### src/rtl/alu_datapath.sv
// Register-and-arithmetic datapath for the 8-bit ALU; executes one 18-bit control word per clock (optional dz flag under ALU_DP_DZ_EN).
// Latency: every control bit takes effect at the next rising edge; status outputs are combinational from state.
// Backpressure: none; the control unit owns sequencing and a zero control word holds all state.
module alu_datapath (
  input  logic        clk,
  input  logic        reset,
  input  logic [17:0] c,
  input  logic [2:0]  op,
  input  logic [7:0]  inbus,
  output logic [15:0] outbus,
  output logic        Q1,
  output logic        Q0,
  output logic        R,
  output logic        A7,
  output logic        count7,
  output logic        dz
);

  localparam logic [2:0] OP_DIV = 3'b110;

  logic [7:0] a_reg;
  logic [7:0] q_reg;
  logic [7:0] m_reg;
  logic       r_reg;
  logic [2:0] cnt;

  logic [7:0] a_nxt;
  logic [7:0] q_nxt;
  logic       r_nxt;
  logic       div_op;

  assign div_op = (op == OP_DIV);

  // Accumulator next value: one writer wins by priority, shifts only when no arithmetic write fires.
  always_comb begin
    a_nxt = a_reg;
    if (c[0]) begin
      a_nxt = 8'h00;
    end else if (c[10]) begin
      a_nxt = 8'h00;
    end else if (c[16]) begin
      case (op[1:0])
        2'b00:   a_nxt = q_reg & m_reg;
        2'b01:   a_nxt = q_reg | m_reg;
        2'b10:   a_nxt = q_reg ^ m_reg;
        default: a_nxt = q_reg & m_reg;
      endcase
    end else if (c[2]) begin
      // Q+~M+1 is the same as Q-M modulo 256.
      a_nxt = c[15] ? (q_reg - m_reg) : (q_reg + m_reg);
    end else if (c[3]) begin
      a_nxt = c[4] ? (a_reg - m_reg) : (a_reg + m_reg);
    end else if (c[13]) begin
      a_nxt = a_reg + m_reg;
    end else if (c[14]) begin
      a_nxt = a_reg - m_reg;
    end else if (c[7] && div_op && a_reg[7]) begin
      // Remainder restore after a negative trial subtraction.
      a_nxt = a_reg + m_reg;
    end else if (c[5]) begin
      a_nxt = {a_reg[7], a_reg[7:1]};
    end else if (c[12]) begin
      a_nxt = {a_reg[6:0], q_reg[7]};
    end
  end

  // Quotient/multiplier register and Booth bit: load, shifts, then quotient-bit overrides on Q[0].
  always_comb begin
    q_nxt = q_reg;
    r_nxt = r_reg;
    if (c[0]) begin
      q_nxt = inbus;
      r_nxt = 1'b0;
    end else begin
      if (c[5]) begin
        q_nxt = {a_reg[0], q_reg[7:1]};
        r_nxt = q_reg[0];
      end else if (c[12]) begin
        q_nxt = {q_reg[6:0], 1'b0};
      end
      if (c[7] && div_op) begin
        q_nxt[0] = ~a_reg[7];
      end else if (c[17]) begin
        q_nxt[0] = ~a_reg[7];
      end
    end
  end

  // Datapath registers, cleared asynchronously.
  always_ff @(posedge clk or negedge reset) begin
    if (!reset) begin
      a_reg <= 8'h00;
      q_reg <= 8'h00;
      m_reg <= 8'h00;
      r_reg <= 1'b0;
    end else begin
      a_reg <= a_nxt;
      q_reg <= q_nxt;
      r_reg <= r_nxt;
      if (c[1]) begin
        m_reg <= inbus;
      end
    end
  end

  // Step counter: cleared by a fresh operation, advanced by c6, wraps 7 to 0.
  always_ff @(posedge clk or negedge reset) begin
    if (!reset) begin
      cnt <= 3'd0;
    end else if (c[0]) begin
      cnt <= 3'd0;
    end else if (c[6]) begin
      cnt <= cnt + 3'd1;
    end
  end

  // Result register: each byte captured independently and held until rewritten.
  always_ff @(posedge clk or negedge reset) begin
    if (!reset) begin
      outbus <= 16'h0000;
    end else begin
      if (c[8]) begin
        outbus[15:8] <= a_reg;
      end
      if (c[9]) begin
        outbus[7:0] <= q_reg;
      end
    end
  end

`ifdef ALU_DP_DZ_EN
  logic dz_reg;

  // Divide-by-zero flag: sampled from the current divisor on c11, cleared by a new operation.
  always_ff @(posedge clk or negedge reset) begin
    if (!reset) begin
      dz_reg <= 1'b0;
    end else if (c[0]) begin
      dz_reg <= 1'b0;
    end else if (c[11]) begin
      dz_reg <= (m_reg == 8'h00);
    end
  end

  assign dz = dz_reg;
`else
  // Flag not built; c11 is ignored and folded away here.
  assign dz = c[11] & 1'b0;
`endif

  assign Q1     = q_reg[1];
  assign Q0     = q_reg[0];
  assign R      = r_reg;
  assign A7     = a_reg[7];
  assign count7 = (cnt == 3'd7);

endmodule
### config.mk
export PLATFORM = sky130hd
export DESIGN_NAME = alu_datapath
export DESIGN_NICKNAME = d
export VERILOG_FILES = /design/src/rtl/alu_datapath.sv
export SDC_FILE = /design/constraint.sdc
export NUM_CORES = 1
export LEC_CHECK = 0
export BUFFER_PORTS_ARGS = -buffer_cell sky130_fd_sc_hd__buf_2
export CORE_MARGIN = 2
export CORE_UTILIZATION = 63
export DETAILED_ROUTE_END_ITERATION = 10
export PLACE_DENSITY = 0.83
export SYNTH_ARGS = -nofsm -noshare
export SYNTH_HDL_FRONTEND = slang
export SYNTH_SLANG_ARGS = --single-unit
### constraint.sdc
create_clock -name clk -period 7.55 [get_ports clk]
set_input_delay 0.755 -clock clk [delete_from_list [all_inputs] [get_ports clk]]
set_output_delay 0.755 -clock clk [all_outputs]
set_load 0.05 [all_outputs]
==> After elaboration in Yosys (flattened, before gate mapping) <==
Index checks and enable logic that the tools add are counted.
{ "totals": {"elab_cells": 54, "output_inout_bits": 22, "in_bits": 31, "reg_bits": 44} }
{ "classes": {"reduce_logical": 9, "n_mux": 22, "add_sub_neg": 5, "n_bitwise": 4, "eq_ne": 5} }
{ "ops": {"columns": ["operator", "n"], "rows": [
  ["$mux W8", 15],
  ["$add A8 B8 Y8", 2],
  ["$pmux W8 S2", 1],
  ["$sub A8 B8 Y8", 2],
  ["$reduce_bool A10 Y1", 1],
  ["$ne A9 B4 Y1 const B", 1],
  ["$reduce_bool A9 Y1", 1],
  ["$and A8 B8 Y8", 1],
  ["$or A8 B8 Y8", 1],
  ["$xor A8 B8 Y8", 1],
  ["$eq A3 B3 Y1 const B", 2],
  ["$mux W3", 2],
  ["$reduce_bool A5 Y1", 1],
  ["$mux W1", 4],
  ["$reduce_bool A2 Y1", 2],
  ["$add A3 B1 Y3 const B", 1],
  ["$reduce_bool A3 Y1", 1],
  ["$eq A2 B1 Y1 const B", 1],
  ["$eq A2 B2 Y1 const B", 1],
  ["$logic_and A1 B1 Y1", 2],
  ["$reduce_and A2 Y1", 1],
  ["$not A1 Y1", 1]
]} }

==> Depth between registers and ports, before layout <==
Gate-level depths: netlist of run 1.
{ "depth": {"word_depth": 11, "ltp_mapped": 12, "depth_no_buf": 12} }

==> Worst setup path after synthesis of run 1 <==
OpenSTA, ideal clock, no wires.
{ "synth_timing": {"path_kind": "input to register", "startpoint": "in c[15]", "endpoint": "reg a_reg[7]", "stages": 10, "t_arrival_ns": 2.397, "setup_ns": 0.124, "path_slack_ns": 5.029, "t_required_ns": 7.426, "path_buffers": 0, "cell_sequence": "mux2_2 inv_1 ha_1 nor2b_1 o31a_1 o221ai_1 xnor2_1 a21oi_1 nor3_1 a211o_1"} }
{ "synth_via": {"elab_chain_cells": 5} }
{ "synth_lines": {"columns": ["element", "line", "text"], "rows": [
  ["from (decl)", "7", "input logic [17:0] c,"],
  ["$mux W8", "50", "a_nxt = c[15] ? (q_reg - m_reg) : (q_reg + m_reg);"],
  ["$mux W8", "48", "end else if (c[2]) begin"],
  ["$mux W8", "41", "end else if (c[16]) begin"],
  ["$mux W8", "39", "end else if (c[10]) begin"],
  ["$mux W8", "37", "if (c[0]) begin"],
  ["to (signal assigned)", "97", "a_reg <= a_nxt;"],
  ["to (decl)", "21", "logic [7:0] a_reg;"]
]} }
No other way between the ends.
A chain may end at the register's enable or synchronous reset.

==> Final worst setup path of run 1 <==
{ "layout_timing": {"startpoint": "reg m_reg[1]", "endpoint": "reg a_reg[7]"} }
{ "layout_via": {"elab_chain_cells": 9, "elab_cells_between_ends": 14, "classes_between": "add/sub (4); mux (10)"} }
{ "layout_lines": {"columns": ["element", "line", "text"], "rows": [
  ["from (decl)", "23", "logic [7:0] m_reg;"],
  ["from (signal assigned)", "101", "m_reg <= inbus;"],
  ["$add A8 B8 Y8", "52, 54, 59", null],
  ["$mux W8", "57", "end else if (c[7] && div_op && a_reg[7]) begin"],
  ["$mux W8", "55", "end else if (c[14]) begin"],
  ["$mux W8", "53", "end else if (c[13]) begin"],
  ["$mux W8", "51", "end else if (c[3]) begin"],
  ["$mux W8 *", "48", null],
  ["$mux W8 *", "41", null],
  ["$mux W8 *", "39", null],
  ["$mux W8 *", "37", null]
]} }
Mark *: on every way between the ends. The rest lies on a longest branch, timed or not.

==> impl_metrics.ini, run 1 <==
[run_status]
status = complete, no violations

[pwr]
max-vdd-ir-drop_mv = 0.156
p_int_mw = 0.490
powerDensity_mw_per_mm2 = 193
p_clk_frac = 0.229
total_leakage_power_nw = 2.07
switchingPower_mw = 0.336
combPwrFrac = 0.413
swShare = 0.407
seqPwrFrac = 0.359

[timing]
fin_crit_sh = 0.379
fmax_mhz = 350
tightest_slew_ns = 0.979
fin_tns_setup_ns = 0
finalHoldViolCount = 0
fin_ws_ns = 4.69
setup_viol_count_final = 0
min_period_ns = 2.86
max_slew_margin = 0.347
finClkSkew_ns = 0.00618
drv_slew = 0
rsz0062_at_grt = false

[cells_and_area]
largest_register_ffs = 16
register_area_sq_mm = 0.00110
instances_no_fill = 554
largest_register = outbus
fin_nets = 554
drive_gt1_frac = 0.192
area_growth_pct = 9.04
multi_input_area_sq_mm = 0.00260
utilization = 0.715
final.fill_count = 477
n_antenna_cell = 0

[logic_synthesis]
yosysTopAreaCellShare = 0.280
ys_seq_area_frac = 0.280
muxShareOfSynthArea = 0.103
synth_xor_area_frac = 0.0535
synth_compound_area_frac = 0.213
synth_top_family_by_area = compound AO/OA/AOI/OAI gates
yosysTopAreaCell = dfrtp_1
synth_area_sq_mm = 0.00393
synthSimpleGateAreaFrac = 0.142
syn_nets = 517
synth_adder_area_share = 0.149
ys_types = 68
yosys_warnings = 0
synth.area.top_cells = dfrtp_1 (28%), ha_1 (13%), mux2_2 (5.4%), mux2i_1 (4.8%), o21ai_0 (4.6%)
synth_area_per_cell_sq_um = 8.91
synth_edf_count = 0
synthArstFlopShare = 1.00
ys_ff_latch = 44
ys.flop_type = dfrtp_1
synthCells = 441

[global_routing]
grt_pass1_wl_um = 16900
grt.overflow.total = 0
grt_antenna_before_repair = 0
grt_max_degree = 45
grt_pass1_vias = 3499
track_usage = 0.297

[floorplanning]
io-pin-count = 53
dieArea_sq_mm = 0.00689
core_sq_mm = 0.00599
die_w_um = 83.0
initial_core_util = 0.656
die_height_um = 83.0
rows = 28

[clocking]
cts_tree = done
htree_levels = 2
clock_path_buffers = 2
cts_resized = 0
root_buffer = clkbuf_8
postCtsHoldBufs = 0
clkSinkCount = 44
cts_buffers = 5
cts.clk_slew.worst_paths_ns = 0.09
cts_setup_buffers = 0
insertion_delay_ns = 0.30

[critical_path]
timing.rr.start = m_reg[1]$_DFFE_PN0P_
worstSetupPathType = register to register
required_ns = 7.74
crit_slowest_cell = dfrtp_1
worstPathCellList = inv_1 -> ha_1 -> mux2_2 -> inv_1 -> ha_1 -> nor2b_1 -> o31a_1 -> o221ai_1 -> xnor2_1 -> a21oi_1 -> nor3_1 -> a211o_1
cp_max_fo = 6
startpoint = m_reg[1]$_DFFE_PN0P_
endpoint_kind = register
worstPathArrival_ns = 3.05
cpPeakStageDelay_ns = 0.49
setup.worst_path.start_class = register

[run]
drv_cap = 0

[detailed_routing]
drt_first_pass_iters = 5
wl_per_cell_um = 18.1
drc = 0
routed_via_density = 6.23
initialDrtViolationCount = 270
totalWireLength_um = 10000
vias = 3451
ant_nets = 0

[placement]
dpl_worst_slack_ns = 4.61
gp_congestion = 0.895
io_buffers = 50
hpwlAfterDp_um = 7770
dp.cells = 546

[hold_path]
hold_class = register to register
hold_start = outbus[10]$_DFFE_PN0P_
## synthesized netlist by cell type, types with 3 or more instances
| cell | count |
|---|---|
| a221oi_1 | 3 |
| inv_1 | 32 |
| a32oi_1 | 3 |
| nand2_1 | 37 |
| clkbuf_1 | 9 |
| buf_2 | 6 |
| a211o_1 | 3 |
| o2111ai_1 | 5 |
| a21oi_1 | 29 |
| xnor2_1 | 15 |
| ha_1 | 42 |
| a21o_1 | 4 |
| fa_1 | 3 |
| dfrtp_1 | 44 |
| a22oi_1 | 6 |
| nand2b_1 | 7 |
| a31oi_1 | 8 |
| nor3_1 | 9 |
| mux2i_1 | 19 |
| nor2b_1 | 8 |
| xor2_1 | 9 |
| nor2_1 | 30 |
| mux2_2 | 19 |
| nand3_1 | 3 |
| o21ai_0 | 36 |
## cells in the final DEF (no fill, tap or decap), types with 3 or more instances in the layout
cell type,instances
a22oi_1,6
dfrtp_1,44
mux2_2,19
inv_1,32
buf_2,50
nor2_1,30
nand3_1,3
a211o_1,3
a21o_1,4
a32oi_1,3
xnor2_1,15
mux2i_1,19
ha_1,42
nor2b_1,8
a21oi_1,29
a31oi_1,8
o2111ai_1,5
a221oi_1,3
nor3_1,9
xor2_1,9
fa_1,3
clkbuf_8,5
nand2_1,37
nand2b_1,7
o21ai_0,36
## through the flow
step	total power, mW	hold slack (ns)	cell area (sq um)
after floorplan	0.552	0.459	3930
after global placement	0.622	0.484	4170
after detailed placement	0.635	0.490	4170
after CTS	0.823	0.512	4290
after global routing	0.877	0.536	4290
final	0.826	0.507	4290
## path summary, 6_finish.rpt
path / endpoint / slack [ns] / depth (start not counted)
worst max register to register: a_reg[7]$_DFFE_PN0P_ / 4.69 / 12
worst min-delay path: outbus[10]$_DFFE_PN0P_ / 0.51 / 1
min in group asynchronous: outbus[12]$_DFFE_PN0P_ / 0.61 / 1
worst max-delay path: a_reg[7]$_DFFE_PN0P_ / 4.69 / 12
max in group asynchronous: outbus[3]$_DFFE_PN0P_ / 6.34 / 1
worst min register to register: outbus[10]$_DFFE_PN0P_ / 0.51 / 1
## worst max-delay path: cells and delay by family (launching register included)
| kind | cells | cell delay (ns) |
|---|---|---|
| AOI/OAI and AO/OA | 4 | 0.90 |
| xor gates and xnor gates | 1 | 0.11 |
| adders and majority gates | 2 | 0.51 |
| buffers and inverters | 2 | 0.26 |
| DFF | 1 | 0.49 |
| muxes | 1 | 0.29 |
| and+or+nand+nor | 2 | 0.20 |
## cell type report
cell class	instances	share of cell area
Clock buffer	5	0.0161
Clock inverter	3	0.0108
Inverter	32	0.0280
Multi-Input combinational cell	344	0.606
Sequential cell	44	0.257
Tap cell	75	0.0219
Timing Repair Buffer	51	0.0601
## power groups by stage
stage	combinational (mW)	sequential, mW	clock (mW)
after floorplan	0.215	0.337	0
after global placement	0.324	0.298	0
after detailed placement	0.335	0.300	0
after CTS	0.338	0.295	0.190
after global routing	0.376	0.300	0.202
final	0.341	0.296	0.189
## routing by layer
metal / wire length [um] / global-route usage / part of all wire / vias up
li1: - / - / - / 1648
met1: 4460 / 0.395 / 0.44 / 1662
met2: 4820 / 0.502 / 0.48 / 118
met3: 493 / 0.0358 / 0.049 / 23
met4: 262 / 0.0984 / 0.026 / 0
met5: 0 / 0 / 0 / -
## cells by family after synthesis
| logic type | count (synthesis) |
|---|---|
| buffers and inverters | 53 |
| other | 1 |
| adder cells (fa/ha/maj) | 45 |
| multiplexers | 38 |
| flip-flops | 44 |
| AND/OR/NAND/NOR | 109 |
| AO/OA/AOI/OAI | 127 |
| XOR/XNOR | 24 |
Note: power is estimated with default switching activity, not from simulation.
==> run 2, diff against run 1 <==
--- a/config.mk
+++ b/config.mk
@@ -7,9 +7,9 @@
 export LEC_CHECK = 0
 export BUFFER_PORTS_ARGS = -buffer_cell sky130_fd_sc_hd__buf_2
 export CORE_MARGIN = 2
-export CORE_UTILIZATION = 63
+export CORE_UTILIZATION = 53
 export DETAILED_ROUTE_END_ITERATION = 10
-export PLACE_DENSITY = 0.83
+export PLACE_DENSITY = 0.74
 export SYNTH_ARGS = -nofsm -noshare
 export SYNTH_HDL_FRONTEND = slang
 export SYNTH_SLANG_ARGS = --single-unit
==> constraint.sdc (replaced) <==
create_clock -name clk -period 2.6 [get_ports clk]
set_input_delay 0.26 -clock clk [delete_from_list [all_inputs] [get_ports clk]]
set_output_delay 0.26 -clock clk [all_outputs]
set_load 0.05 [all_outputs]
==> run 2 against run 1 <==
  * Wire length is 8.2% higher
  * Cell count is 9.0% higher
  * Maximum frequency is 12% higher
  * Register-to-register slack worse by 4.6 ns
  * Largest power group unchanged
  * Highest routed layer unchanged
==> impl_metrics.ini, run 2 (synthesized netlist as in run 1, its figures left out) <==
[cells_and_area]
mostFrequentLayoutCells = buf_2 (50), dfrtp_1 (44), ha_1 (39)
area_growth_pct = 16.5
largest_register = outbus
fin_nets = 580
instances_no_fill = 604
final.fill_count = 619
mostFrequentLayoutCell = buf_2
drive_gt1_frac = 0.261
n_antenna_cell = 0
largest_register_ffs = 16

[run]
drv_cap = 0

[pwr]
seqPwrFrac = 0.347
max-vdd-ir-drop_mv = 0.378
powerDensity_mw_per_mm2 = 532
p_clk_frac = 0.197
total_leakage_power_nw = 2.21
p_int_mw = 1.42
swShare = 0.418
switchingPower_mw = 1.02
combPwrFrac = 0.455

[global_routing]
grt_pass1_wl_um = 17600
grt_antenna_before_repair = 0
gr-usage-met2 = 0.462
use_met1 = 0.343
met3_usage = 0.0386
track_usage = 0.268
grt_max_degree = 45
busiest_layer = met2
grt_pass1_vias = 3554
grt.overflow.total = 0

[clocking]
clock_path_buffers = 2
cts.clk_slew.worst_paths_ns = 0.09
htree_levels = 2
clkSinkCount = 44
insertion_delay_ns = 0.31
root_buffer = clkbuf_8
cts_buffers = 5
cts_tree = done
postCtsHoldBufs = 0

[placement]
io_buffers = 50
dp.cells = 592
dpl_worst_slack_ns = 0.0371
gp_congestion = 0.937
hpwlAfterDp_um = 8290

[critical_path]
cp.depth = 12
setup.worst_path.start_class = register
regToRegSetupSlack_ns = 0.05
required_ns = 2.80
worstPathCellList = inv_2 -> ha_4 -> mux2_4 -> inv_2 -> ha_4 -> nor2b_4 -> o31a_1 -> o221ai_2 -> xnor2_1 -> a21oi_1 -> nor3_1 -> a211o_1
worstSetupPathType = register to register
critPathTopFamily = compound AO/OA/AOI/OAI gates
endpoint_kind = register
rr_worst_depth = 12
crit_slowest_cell = dfrtp_1
endpoint = a_reg[7]$_DFFE_PN0P_
path_buf_inv = 2
cp_max_fo = 3
timing.rr.start = m_reg[0]$_DFFE_PN0P_
startpoint = m_reg[0]$_DFFE_PN0P_
worstPathArrival_ns = 2.75
cpPeakStageDelay_ns = 0.41
r2r-end = a_reg[7]$_DFFE_PN0P_

[floorplanning]
io-pin-count = 53
rows = 31
die_height_um = 90.1
core_sq_mm = 0.00721
initial_core_util = 0.545
dieArea_sq_mm = 0.00812
die_w_um = 90.1

[detailed_routing]
wl_per_cell_um = 18.0
vias = 3560
drt_first_pass_iters = 4
drc = 0
ant_nets = 0
initialDrtViolationCount = 240
routed_via_density = 5.89
totalWireLength_um = 10900

[timing]
max_slew_margin = 0.328
fin_crit_sh = 0.979
min_period_ns = 2.55
setup_viol_count_final = 0
finalHoldViolCount = 0
finClkSkew_ns = 0.00348
fmax_mhz = 393
rsz0062_at_grt = true
fin_ws_ns = 0.0546
tightest_slew_ns = 1.01
drv_slew = 0

[hold_path]
hold_class = primary input to asynchronous set/reset pin

[run_status]
status = complete, no violations
run 2: stage by stage:
| stage | cell area, sq um | util | power, mW | hold WS (ns) | TNS (ns) |
|---|---|---|---|---|---|
| global placement | 4370 | 0.605 | 1.85 | 0.466 | 0 |
| CTS | 4460 | 0.618 | 2.38 | 0.146 | 0 |
| detailed placement | 4370 | 0.605 | 1.89 | 0.484 | 0 |
| floorplan | 3930 | - | 1.60 | -0.0356 | 0 |
| finish | 4580 | 0.634 | 2.44 | 0.121 | 0 |
| global route | 4580 | 0.634 | 2.58 | 0.190 | -0.0959 |
run 2: repair_timing:
item	CTS	global route
setup endpoints to repair	0	5
buffers inserted	0	4
gates resized for setup	0	19
run 2: worst min-delay path by stage:
stage,startpoint,end,slack [ns]
2_1_floorplan,reset,R$_DFFE_PN0P_,-0.04
3_3_place_gp,reset,cnt[1]$_DFFE_PN0P_,0.47
3_5_place_dp,reset,outbus[7]$_DFFE_PN0P_,0.48
4_1_cts,reset,m_reg[4]$_DFFE_PN0P_,0.15
5_1_grt,inbus[5],m_reg[5]$_DFFE_PN0P_,0.19
6_report,reset,cnt[1]$_DFFE_PN0P_,0.12
run 2: layer usage:
| metal | up-vias | part of all wire |
|---|---|---|
| met1 | 1731 | 0.44 |
| met2 | 103 | 0.50 |
| met3 | 24 | 0.043 |
| li1 | 1702 | - |
| met4 | 0 | 0.025 |
| met5 | - | 0 |
run 2: power by group through the flow:
stage	Clock [mW]	Sequential [mW]	Combinational (mW)
after floorplan	0	0.980	0.625
after CTS	0.487	0.842	1.05
after global routing	0.508	0.858	1.21
after detailed placement	0	0.855	1.04
after global placement	0	0.851	1.00
final	0.480	0.846	1.11
run 2: cell type report:
cell class | instances | area [sq um] | area share
well taps | 99 | 124 | 0.0271
flip-flops and latches | 44 | 1100 | 0.241
repair buffers | 77 | 457 | 0.0998
multi-input cells | 344 | 2680 | 0.585
clock buffers | 6 | 82.6 | 0.0180
clock inverters | 2 | 13.8 | 0.00301
inverters | 32 | 120 | 0.0262
